[src/rtl/hamming_decoder_pkg.sv]
// Shared definitions for the SECDED Hamming(16,11) decoder.
//   dec_state_e : decoder FSM states (receive two bytes, compute, transmit two bytes)
//   ST_*        : 2-bit decode status codes
//   DATA_POS    : codeword bit position of data bits d1..d11 (index 0 = d1)
package hamming_decoder_pkg;

  typedef enum logic [2:0] {
    RX_LO = 3'd0,
    RX_HI = 3'd1,
    CALC  = 3'd2,
    TX_LO = 3'd3,
    TX_HI = 3'd4
  } dec_state_e;

  localparam logic [1:0] ST_OK   = 2'b00;
  localparam logic [1:0] ST_CORR = 2'b01;
  localparam logic [1:0] ST_DBL  = 2'b10;

  localparam int N_DATA = 11;

  // Non-power-of-two positions 3..15 carry data; 0,1,2,4,8 carry parity.
  localparam logic [3:0] DATA_POS [0:N_DATA-1] = '{
    4'd3, 4'd5, 4'd6, 4'd7, 4'd9, 4'd10, 4'd11, 4'd12, 4'd13, 4'd14, 4'd15
  };

endpackage

[src/rtl/hamming_decoder_syndrome.sv]
// Combinational SECDED check of one 16-bit Hamming codeword.
//   i_word   : received codeword, bit i = position i (bit 0 = overall parity)
//   o_syn    : syndrome, XOR of indices of set bits 1..15
//   o_par    : overall parity of all 16 bits
//   o_data   : d11..d1 after correction (uncorrected on a double error)
//   o_status : ST_OK / ST_CORR / ST_DBL
module hamming_syndrome
  import hamming_decoder_pkg::*;
(
  input  logic [15:0]       i_word,
  output logic [3:0]        o_syn,
  output logic              o_par,
  output logic [N_DATA-1:0] o_data,
  output logic [1:0]        o_status
);

  logic [3:0]        w_syn;
  logic              w_par;
  logic [15:0]       w_flip;
  logic [15:0]       w_fixed;
  logic [N_DATA-1:0] w_data;
  logic [1:0]        w_status;

  always_comb begin
    w_syn = '0;
    for (int i = 1; i < 16; i++) begin
      if (i_word[i]) w_syn = w_syn ^ 4'(i);
    end

    w_par = ^i_word;

    // Odd overall parity means exactly one bit flipped; the syndrome names it,
    // with syndrome 0 pointing at the overall parity bit itself.
    w_flip = '0;
    if (w_par) w_flip[w_syn] = 1'b1;
    w_fixed = i_word ^ w_flip;

    w_data = '0;
    for (int k = 0; k < N_DATA; k++) begin
      w_data[k] = w_fixed[DATA_POS[k]];
    end

    if (w_par)              w_status = ST_CORR;
    else if (w_syn != 4'd0) w_status = ST_DBL;
    else                    w_status = ST_OK;
  end

  assign o_syn    = w_syn;
  assign o_par    = w_par;
  assign o_data   = w_data;
  assign o_status = w_status;

endmodule

[src/rtl/hamming_decoder.sv]
// Sequential SECDED Hamming(16,11) decoder with byte-wide valid/ready streams.
//   clk, reset_n : clock (rising edge), asynchronous active-low reset
//   clr          : synchronous clear of FSM and error counters, beats handshakes
//   in_valid/in_ready/in_data    : encoded word in, low byte then high byte
//   out_valid/out_ready/out_data : d8..d1 first, then {status, 3'b000, d11..d9}
//   corr_cnt     : saturating count of corrected (single-error) words
//   dbl_cnt      : saturating count of double-error words
module hamming_decoder
  import hamming_decoder_pkg::*;
#(
  parameter int W     = 8,
  parameter int CNT_W = 8
) (
  input  logic             clk,
  input  logic             reset_n,
  input  logic             clr,
  input  logic             in_valid,
  output logic             in_ready,
  input  logic [W-1:0]     in_data,
  output logic             out_valid,
  input  logic             out_ready,
  output logic [W-1:0]     out_data,
  output logic [CNT_W-1:0] corr_cnt,
  output logic [CNT_W-1:0] dbl_cnt
);

  dec_state_e        r_state;
  dec_state_e        w_next;
  logic [2*W-1:0]    r_word;
  logic [N_DATA-1:0] r_data;
  logic [1:0]        r_status;
  logic [CNT_W-1:0]  r_corr_cnt;
  logic [CNT_W-1:0]  r_dbl_cnt;

  logic              w_in_ready;
  logic              w_out_valid;
  logic              w_in_hs;
  logic              w_out_hs;
  logic [3:0]        w_syn;
  logic              w_par;
  logic [N_DATA-1:0] w_data;
  logic [1:0]        w_status;
  logic [W-1:0]      w_out_data;

  function automatic logic [CNT_W-1:0] sat_inc(input logic [CNT_W-1:0] v);
    return (&v) ? v : v + 1'b1;
  endfunction

  hamming_syndrome u_syndrome (
    .i_word   (r_word),
    .o_syn    (w_syn),
    .o_par    (w_par),
    .o_data   (w_data),
    .o_status (w_status)
  );

  assign w_in_ready  = (r_state == RX_LO) || (r_state == RX_HI);
  assign w_out_valid = (r_state == TX_LO) || (r_state == TX_HI);
  assign w_in_hs     = in_valid && w_in_ready;
  assign w_out_hs    = w_out_valid && out_ready;

  always_comb begin
    w_next = r_state;
    case (r_state)
      RX_LO:   if (w_in_hs)  w_next = RX_HI;
      RX_HI:   if (w_in_hs)  w_next = CALC;
      CALC:                  w_next = TX_LO;
      TX_LO:   if (w_out_hs) w_next = TX_HI;
      TX_HI:   if (w_out_hs) w_next = RX_LO;
      default:               w_next = RX_LO;
    endcase
  end

  // Output mux is driven from registered result only, so it stays stable
  // while the consumer stalls.
  always_comb begin
    w_out_data = '0;
    case (r_state)
      TX_LO:   w_out_data = r_data[7:0];
      TX_HI:   w_out_data = {r_status, 3'b000, r_data[10:8]};
      default: w_out_data = '0;
    endcase
  end

  always_ff @(posedge clk or negedge reset_n) begin
    if (!reset_n) begin
      r_state    <= RX_LO;
      r_word     <= '0;
      r_data     <= '0;
      r_status   <= ST_OK;
      r_corr_cnt <= '0;
      r_dbl_cnt  <= '0;
    end else if (clr) begin
      // Clearing in CALC drops that word's counter update along with the word.
      r_state    <= RX_LO;
      r_corr_cnt <= '0;
      r_dbl_cnt  <= '0;
    end else begin
      r_state <= w_next;
      if (r_state == RX_LO && w_in_hs) r_word[W-1:0]   <= in_data;
      if (r_state == RX_HI && w_in_hs) r_word[2*W-1:W] <= in_data;
      if (r_state == CALC) begin
        r_data   <= w_data;
        r_status <= w_status;
        if (w_status == ST_CORR) r_corr_cnt <= sat_inc(r_corr_cnt);
        if (w_status == ST_DBL)  r_dbl_cnt  <= sat_inc(r_dbl_cnt);
      end
    end
  end

  assign in_ready  = w_in_ready;
  assign out_valid = w_out_valid;
  assign out_data  = w_out_data;
  assign corr_cnt  = r_corr_cnt;
  assign dbl_cnt   = r_dbl_cnt;

endmodule

[config.mk]
export PLATFORM = sky130hd
export DESIGN_NAME = hamming_decoder
export DESIGN_NICKNAME = d
export VERILOG_FILES = /design/src/rtl/hamming_decoder_pkg.sv /design/src/rtl/hamming_decoder_syndrome.sv /design/src/rtl/hamming_decoder.sv
export SDC_FILE = /design/constraint.sdc
export NUM_CORES = 1
export LEC_CHECK = 0
export CAP_MARGIN = 20
export CELL_PAD_IN_SITES_DETAIL_PLACEMENT = 2
export CELL_PAD_IN_SITES_GLOBAL_PLACEMENT = 2
export CORE_ASPECT_RATIO = 0.7
export CORE_MARGIN = 2
export CORE_UTILIZATION = 29
export DETAILED_ROUTE_END_ITERATION = 6
export HOLD_SLACK_MARGIN = 0.03
export PLACE_DENSITY = 0.67
export SLEW_MARGIN = 40
export SYNTH_ARGS = -nofsm -noshare
export SYNTH_HDL_FRONTEND = slang
export SYNTH_HIERARCHICAL = 1
export SYNTH_SLANG_ARGS = --single-unit
[constraint.sdc]
create_clock -name clk -period 3.3 [get_ports clk]
set_input_delay 0.66 -clock clk [delete_from_list [all_inputs] [get_ports clk]]
set_output_delay 0.66 -clock clk [all_outputs]
set_load 0.05 [all_outputs]
==> impl_metrics.ini <==
[clock_tree]
cts.clk_slew.worst_paths_ns = 0.07
cts_max_path_buffers = 2
h-tree-depth = 2
clk_latency_ns = 0.29
cts_made_buffers = 5
clockRootBuffer = clkbuf_16
cts_num_sinks = 48
cts_tree = yes

[route]
drt-wirelength-per-cell_um = 18.0
drtIter0Drc = 59
drcViolationCount = 0
firstDrtPassIters = 4
ant_nets = 0
finalWirelength_mm = 7.79
viasPerCell = 4.99
via_count = 2156

[worst_setup_path]
cp_max_fo = 6
critPathKind = flip-flop to flip-flop
worstPathRequired_ns = 3.52
slowest_stage = dfrtp_1
rrSetupSlack_ns = 0.27
end_kind = flip-flop
cp.arrival_ns = 3.25
crit_path_start_kind = flip-flop
path_common_cell = o21ai_1
cp_cell_sequence = xor2_4, xor2_2, nor2_1, a222oi_1, o21ai_1, nor2b_1, o21ai_1, or4_1, a21oi_1
slowest_delay_ns = 0.54

[synthesis]
yosys_most_used_dff = dfrtp_1
ys_async_sr_fraction_pct = 100
ys_seq_area_share_pct = 42.1
syn_area_mm2 = 0.00286
synth_cell_types = 39
synth-seq-cells = 48
ys_warn_count = 6
synth_nets = 267
synth-edff-count = 0
syn_inst = 252
syn_area_per_cell_um2 = 11.3

[floorplanning]
die_w_um = 123
start_util_pct = 29.6
core-area_mm2 = 0.00965
rows = 30
dieArea_mm2 = 0.0107
pin_count = 39
die_h_um = 87.0

[grt]
antenna_found_initial = 0
grt_max_degree = 32
grt_pass1_vias = 2319
grtUsageTotal_pct = 15.4
grt_pass1_wl_mm = 12.5
globalRouteOverflowTotal = 0

[sta]
finalHoldViolations = 0
fmax_mhz = 330
min_period_ns = 3.03
relSlewSlack_pct = 53.2
rsz0062_at_grt = no
clock_skew_ns = 0.00586
drv_slew = 0
finalSetupViolCount = 0
setup_slack_ns = 0.269
finalCritPeriodShare_pct = 91.9
tightest_slew_ns = 0.699
setup_tns_ns = 0

[finish]
multi_input_comb_area_mm2 = 0.00166
diodes = 0
final_core_util_pct = 38.1
seqCellArea_mm2 = 0.00120
n_fill_cell = 1013
final_nets = 320
area_growth_pct = 28.7
drive_gt1_share_pct = 25.0
finalNonFillerCells = 432

[status]
status = finished clean

[placed_design]
port_buffers = 38
dp_slack_ns = 0.140
dp_hpwl_mm = 5.98
placedCellCount = 421
gp_congestion = 0.825

[run]
maxCapViolations = 0

[min_path]
worst_hold_path_type = input port to asynchronous set/reset pin
## sequential cells by signal, summed over array words and instances, names as in the netlist
| register | count |
|---|---|
| r_word | 16 |
| r_data | 11 |
| corr_cnt | 8 |
| dbl_cnt | 8 |
| r_state | 3 |
| r_status | 2 |
## synth_stat cells, types with 2 or more instances
cell type,instances,area [µm²]
xor2_1,7,61.3
nor4_1,3,18.8
nor3_1,2,10.0
nor2_1,17,63.8
nand4_1,4,25.0
o21ai_0,6,30.0
mux2_2,29,327
nor2b_1,3,18.8
nand3_1,6,30.0
ha_1,2,25.0
buf_4,3,22.5
o31ai_1,6,45.0
nor4_2,5,62.6
xor2_2,6,97.6
xnor2_1,30,263
a21oi_1,12,60.1
or3_1,4,25.0
o211ai_1,13,97.6
xnor2_2,5,81.3
nand2_1,8,30.0
mux2i_1,3,30.0
dfrtp_1,48,1200
inv_2,2,7.51
o2111ai_1,2,17.5
a22o_1,5,43.8
or4_1,6,45.0
and2_1,3,18.8
## per-stage QoR
step | area [µm²] | hold slack [ns]
floorplan | 2860 | 0.364
global placement | 3420 | 0.489
detailed placement | 3420 | 0.495
CTS | 3570 | 0.321
global route | 3680 | 0.339
finish | 3680 | 0.305
## worst paths after layout
path / cells past startpoint / to / from
setup reg to reg: 9 / corr_cnt[7] / r_word[15]
max in group asynchronous: 2 / r_word[2] / reset_n
setup / recovery: 9 / corr_cnt[7] / r_word[15]
hold / removal: 1 / dbl_cnt[3] / reset_n
min in group clk: 1 / r_data[4] / r_data[4]
hold reg to reg: 1 / r_data[4] / r_data[4]
## final cells by class
cell class                      instances  area share [%]
Multi-Input combinational cell        195            45.3
Clock buffer                            5            3.40
Sequential cell                        48            32.7
Timing Repair Buffer                   53            13.3
Clock inverter                          1           0.817
Inverter                                2           0.204
Tap cell                              128            4.36
## cells by family (layout without fill, tap and decap cells)
logic type               Yosys count  count (layout)  synth area share (%)
adder cells (fa/ha/maj)            2               2                 0.876
XOR/XNOR                          48              48                  17.6
flip-flops                        48              48                  42.1
multiplexers                      32              32                  12.5
AND/OR/NAND/NOR                   66              66                  14.0
buffers and inverters              9              61                  1.88
AO/OA/AOI/OAI                     47              47                  11.1
## layout by cell type (no fill, tap or decap), types with 4 or more instances in the layout
cell type,netlist,layout
o211ai_1,13,13
a21oi_1,12,12
nand3_1,6,6
o31ai_1,6,6
o21ai_0,6,5
a22o_1,5,5
xor2_2,6,5
buf_4,3,15
xnor2_1,30,27
xor2_1,7,6
nor2_1,17,17
clkdlybuf4s50_1,0,37
or4_1,6,6
clkbuf_16,0,5
nand2_1,8,8
mux2_2,29,29
xnor2_2,5,7
nor4_2,5,5
nand4_1,4,4
or3_1,4,4
dfrtp_1,48,48
## layer usage
layer,up-vias,track usage (%),wire [µm]
met5,-,0,0
met4,0,3.76,77
met3,7,2.55,203
met2,29,23.0,3400
met1,1102,23.2,4110
li1,1018,-,-
## repair_timing
action,in CTS,in global routing
hold buffers,0,0
buffers inserted,0,5
endpoints found under the setup margin,0,4
gates resized for setup,0,8
hold endpoints to repair,0,0
## critical path: cells and delay by family (launching register included)
| family | cells | cell delay, ns |
|---|---|---|
| flops | 1 | 0.54 |
| xor+xnor | 2 | 0.66 |
| compound gates | 4 | 0.89 |
| simple gates | 3 | 0.89 |
Power is left out: the tool's default activity adds up to more than one toggle a clock period on the data nets, which glitch-free logic cannot reach.
==> variant, RTL diff (same flow settings) <==
Set the parameter `CNT_W` to 10 (it was 8).
--- a/src/rtl/hamming_decoder.sv
+++ b/src/rtl/hamming_decoder.sv
@@ -9,7 +9,7 @@
   import hamming_decoder_pkg::*;
 #(
   parameter int W     = 8,
-  parameter int CNT_W = 8
+  parameter int CNT_W = 10
 ) (
   input  logic             clk,
   input  logic             reset_n,
Interface: changed (resized corr_cnt and dbl_cnt); port bits go from 39 to 43. The function was not compared with the original's and may differ.
==> variant against the original RTL <==
Design area up 11%; routed wire length up 20%; synthesized area up 10%; setup slack better by 0.017 ns; worst hold slack better by 0.056 ns; synthesized cell count up 15%; sequential cell count up 4; highest routed layer unchanged.
==> variant: results (changes against the original RTL) <==
outcome = complete, no violations
synth cell count leaders = 52 x dfrtp_1, 30 x mux2_2, 30 x xnor2_1
share of cells above drive strength 1 = 0.256 (+0.00568)
# diodes = 0 (unchanged)
mux cell area share after synthesis = 0.117 (-0.00808)
crit path max fanout = 12 (+6)
Regs by FF count = r_word x16, r_data x11
Async S/R FF share, synth = 1.00 (unchanged)
NumNets Final = 366 (+14%)
Layout Skew = 0.00908 ns (+0.00321 ns)
GR Util All Layers = 0.166 (+0.0119)
non-filler cells, final = 484 (+12%)
Worst Hold Class = in2async
Avg WL per Cell = 19.4 µm (+7.5%)
Slew HR = 0.507 (-0.0244)
estimated wirelength of the detail-placed design = 6960 µm (+16%)
Inserted Clock Buffers = 5 (unchanged)
placed cell count = 472 (+12%)
first-pass GRT wire length = 15200 µm (+21%)
ys flop type = dfrtp_1
Compound-Gate Fraction of Synth Area = 0.117 (+0.00634)
YS warnings = 6 (unchanged)
top cells by area, synth = dfrtp_1 41%, mux2_2 11%, xnor2_1 8.3%
Adder-Cell Fraction of Synth Area = 0.00795 (-0.000818)
Post-Synth XOR/XNOR Area = 0.149 (-0.0276)
Mapped Avg Cell Area = 10.8 µm² (-4.5%)
Clk Latency, worst-skew pair = 0.30 ns
Leak = 1.55 nW
syn_nets = 306 (+15%)
DR vias/cell = 5.23 (+4.7%)
Port Buffers = 42 (+11%)
CTS Buffer Depth = 2 (unchanged)
drt pass-1 iters = 4 (unchanged)
Post-DP Area = 0.00379 mm² (+11%)
initial antenna violation count = 0 (unchanged)
vias in the first global route = 2611 (+13%)
VDD IR max = 0.399 mV
pin count of the biggest net entering global routing = 29 (-9.4%)
drt initial violations = 92 (+56%)
routability cong. = 0.824 (-0.18%)
H-tree Lvls = 2 (unchanged)
Seq/Total Area, Yosys = 0.413 (-0.00749)
WP data arrival = 3.19 ns (-0.06 ns)
library cells used by synthesis = 49 (+26%)
==> variant: cell types whose count changed after synthesis, sizes merged, moves of 3 or more <==
| cell | before | now |
|---|---|---|
| dfrtp | 48 | 52 |
| nand2 | 8 | 12 |
| nor2 | 17 | 21 |
| xor2 | 13 | 9 |
| inv | 2 | 5 |
| nor3 | 3 | 6 |
| nor4 | 8 | 11 |
==> variant: worst paths after layout <==
kind	startpoint	end	slack [ns]	depth (start not counted)
min	reset_n	dbl_cnt[0]	0.36	1
max in group asynchronous	reset_n	r_word[11]	2.10	2
min in group clk	r_data[4]	r_data[4]	0.50	1
min reg2reg	r_data[4]	r_data[4]	0.50	1
max	r_word[14]	corr_cnt[7]	0.29	9
max reg2reg	r_word[14]	corr_cnt[7]	0.29	9
==> variant: power breakdown <==
part           total (mW)  switching [mW]  internal [mW]  leakage (nW)
Combinational        2.94            1.65           1.29         0.799
Sequential           1.00           0.205          0.795         0.671
Clock               0.606           0.249          0.357        0.0798
Total                4.54            2.10           2.44          1.55
==> variant: per-stage QoR <==
step / setup WS, ns / hold WS [ns]
after floorplan: 0.645 / 0.364
after global placement: 0.269 / 0.485
after detailed placement: 0.0468 / 0.493
after CTS: 0.0407 / 0.383
after global routing: 0.0658 / 0.410
final: 0.286 / 0.361
==> variant: what timing repair did <==
| action | in CTS | in global routing |
|---|---|---|
| gates resized for setup | 0 | 10 |
| hold endpoints to repair | 0 | 0 |
| hold buffers | 0 | 0 |
| setup buffers | 2 | 2 |
| cloned | 0 | 0 |
| endpoints found under the setup margin | 1 | 6 |
| pin swaps | 1 | 1 |
==> variant: routing by layer <==
layer / up-vias / wire, µm / track usage
met5: - / 0 / 0
met4: 0 / 58 / 0.0272
met3: 4 / 222 / 0.0289
met2: 36 / 3940 / 0.234
met1: 1293 / 5170 / 0.266
li1: 1197 / - / -
==> variant: logic make-up (layout without fill, tap and decap cells) <==
logic type               after synthesis  count (layout)
AND/OR/NAND/NOR                       92              92
AO/OA/AOI/OAI                         53              53
flip-flops                            52              52
XOR/XNOR                              44              44
multiplexers                          33              33
buffers and inverters                 15              76
adder cells (fa/ha/maj)                2               2
==> variant: critical path: stages (launching register included) <==
cell	delay, ns
dfrtp_1	0.48
xnor2_2	0.35
xor2_1	0.26
nor2_1	0.11
a222oi_1	0.34
o21ai_1	0.17
nor2b_1	0.25
nand2_2	0.20
nor4_1	0.34
mux2_2	0.38
==> variant: area by class of cell <==
cell class              count  area (µm²)
flip-flops and latches     52        1300
clock buffers               5         125
multi-input cells         224        1850
inverters                   6        22.5
fillers                  1132        6400
repair buffers             62         563
clock inverters             3        42.5
well taps                 132         165
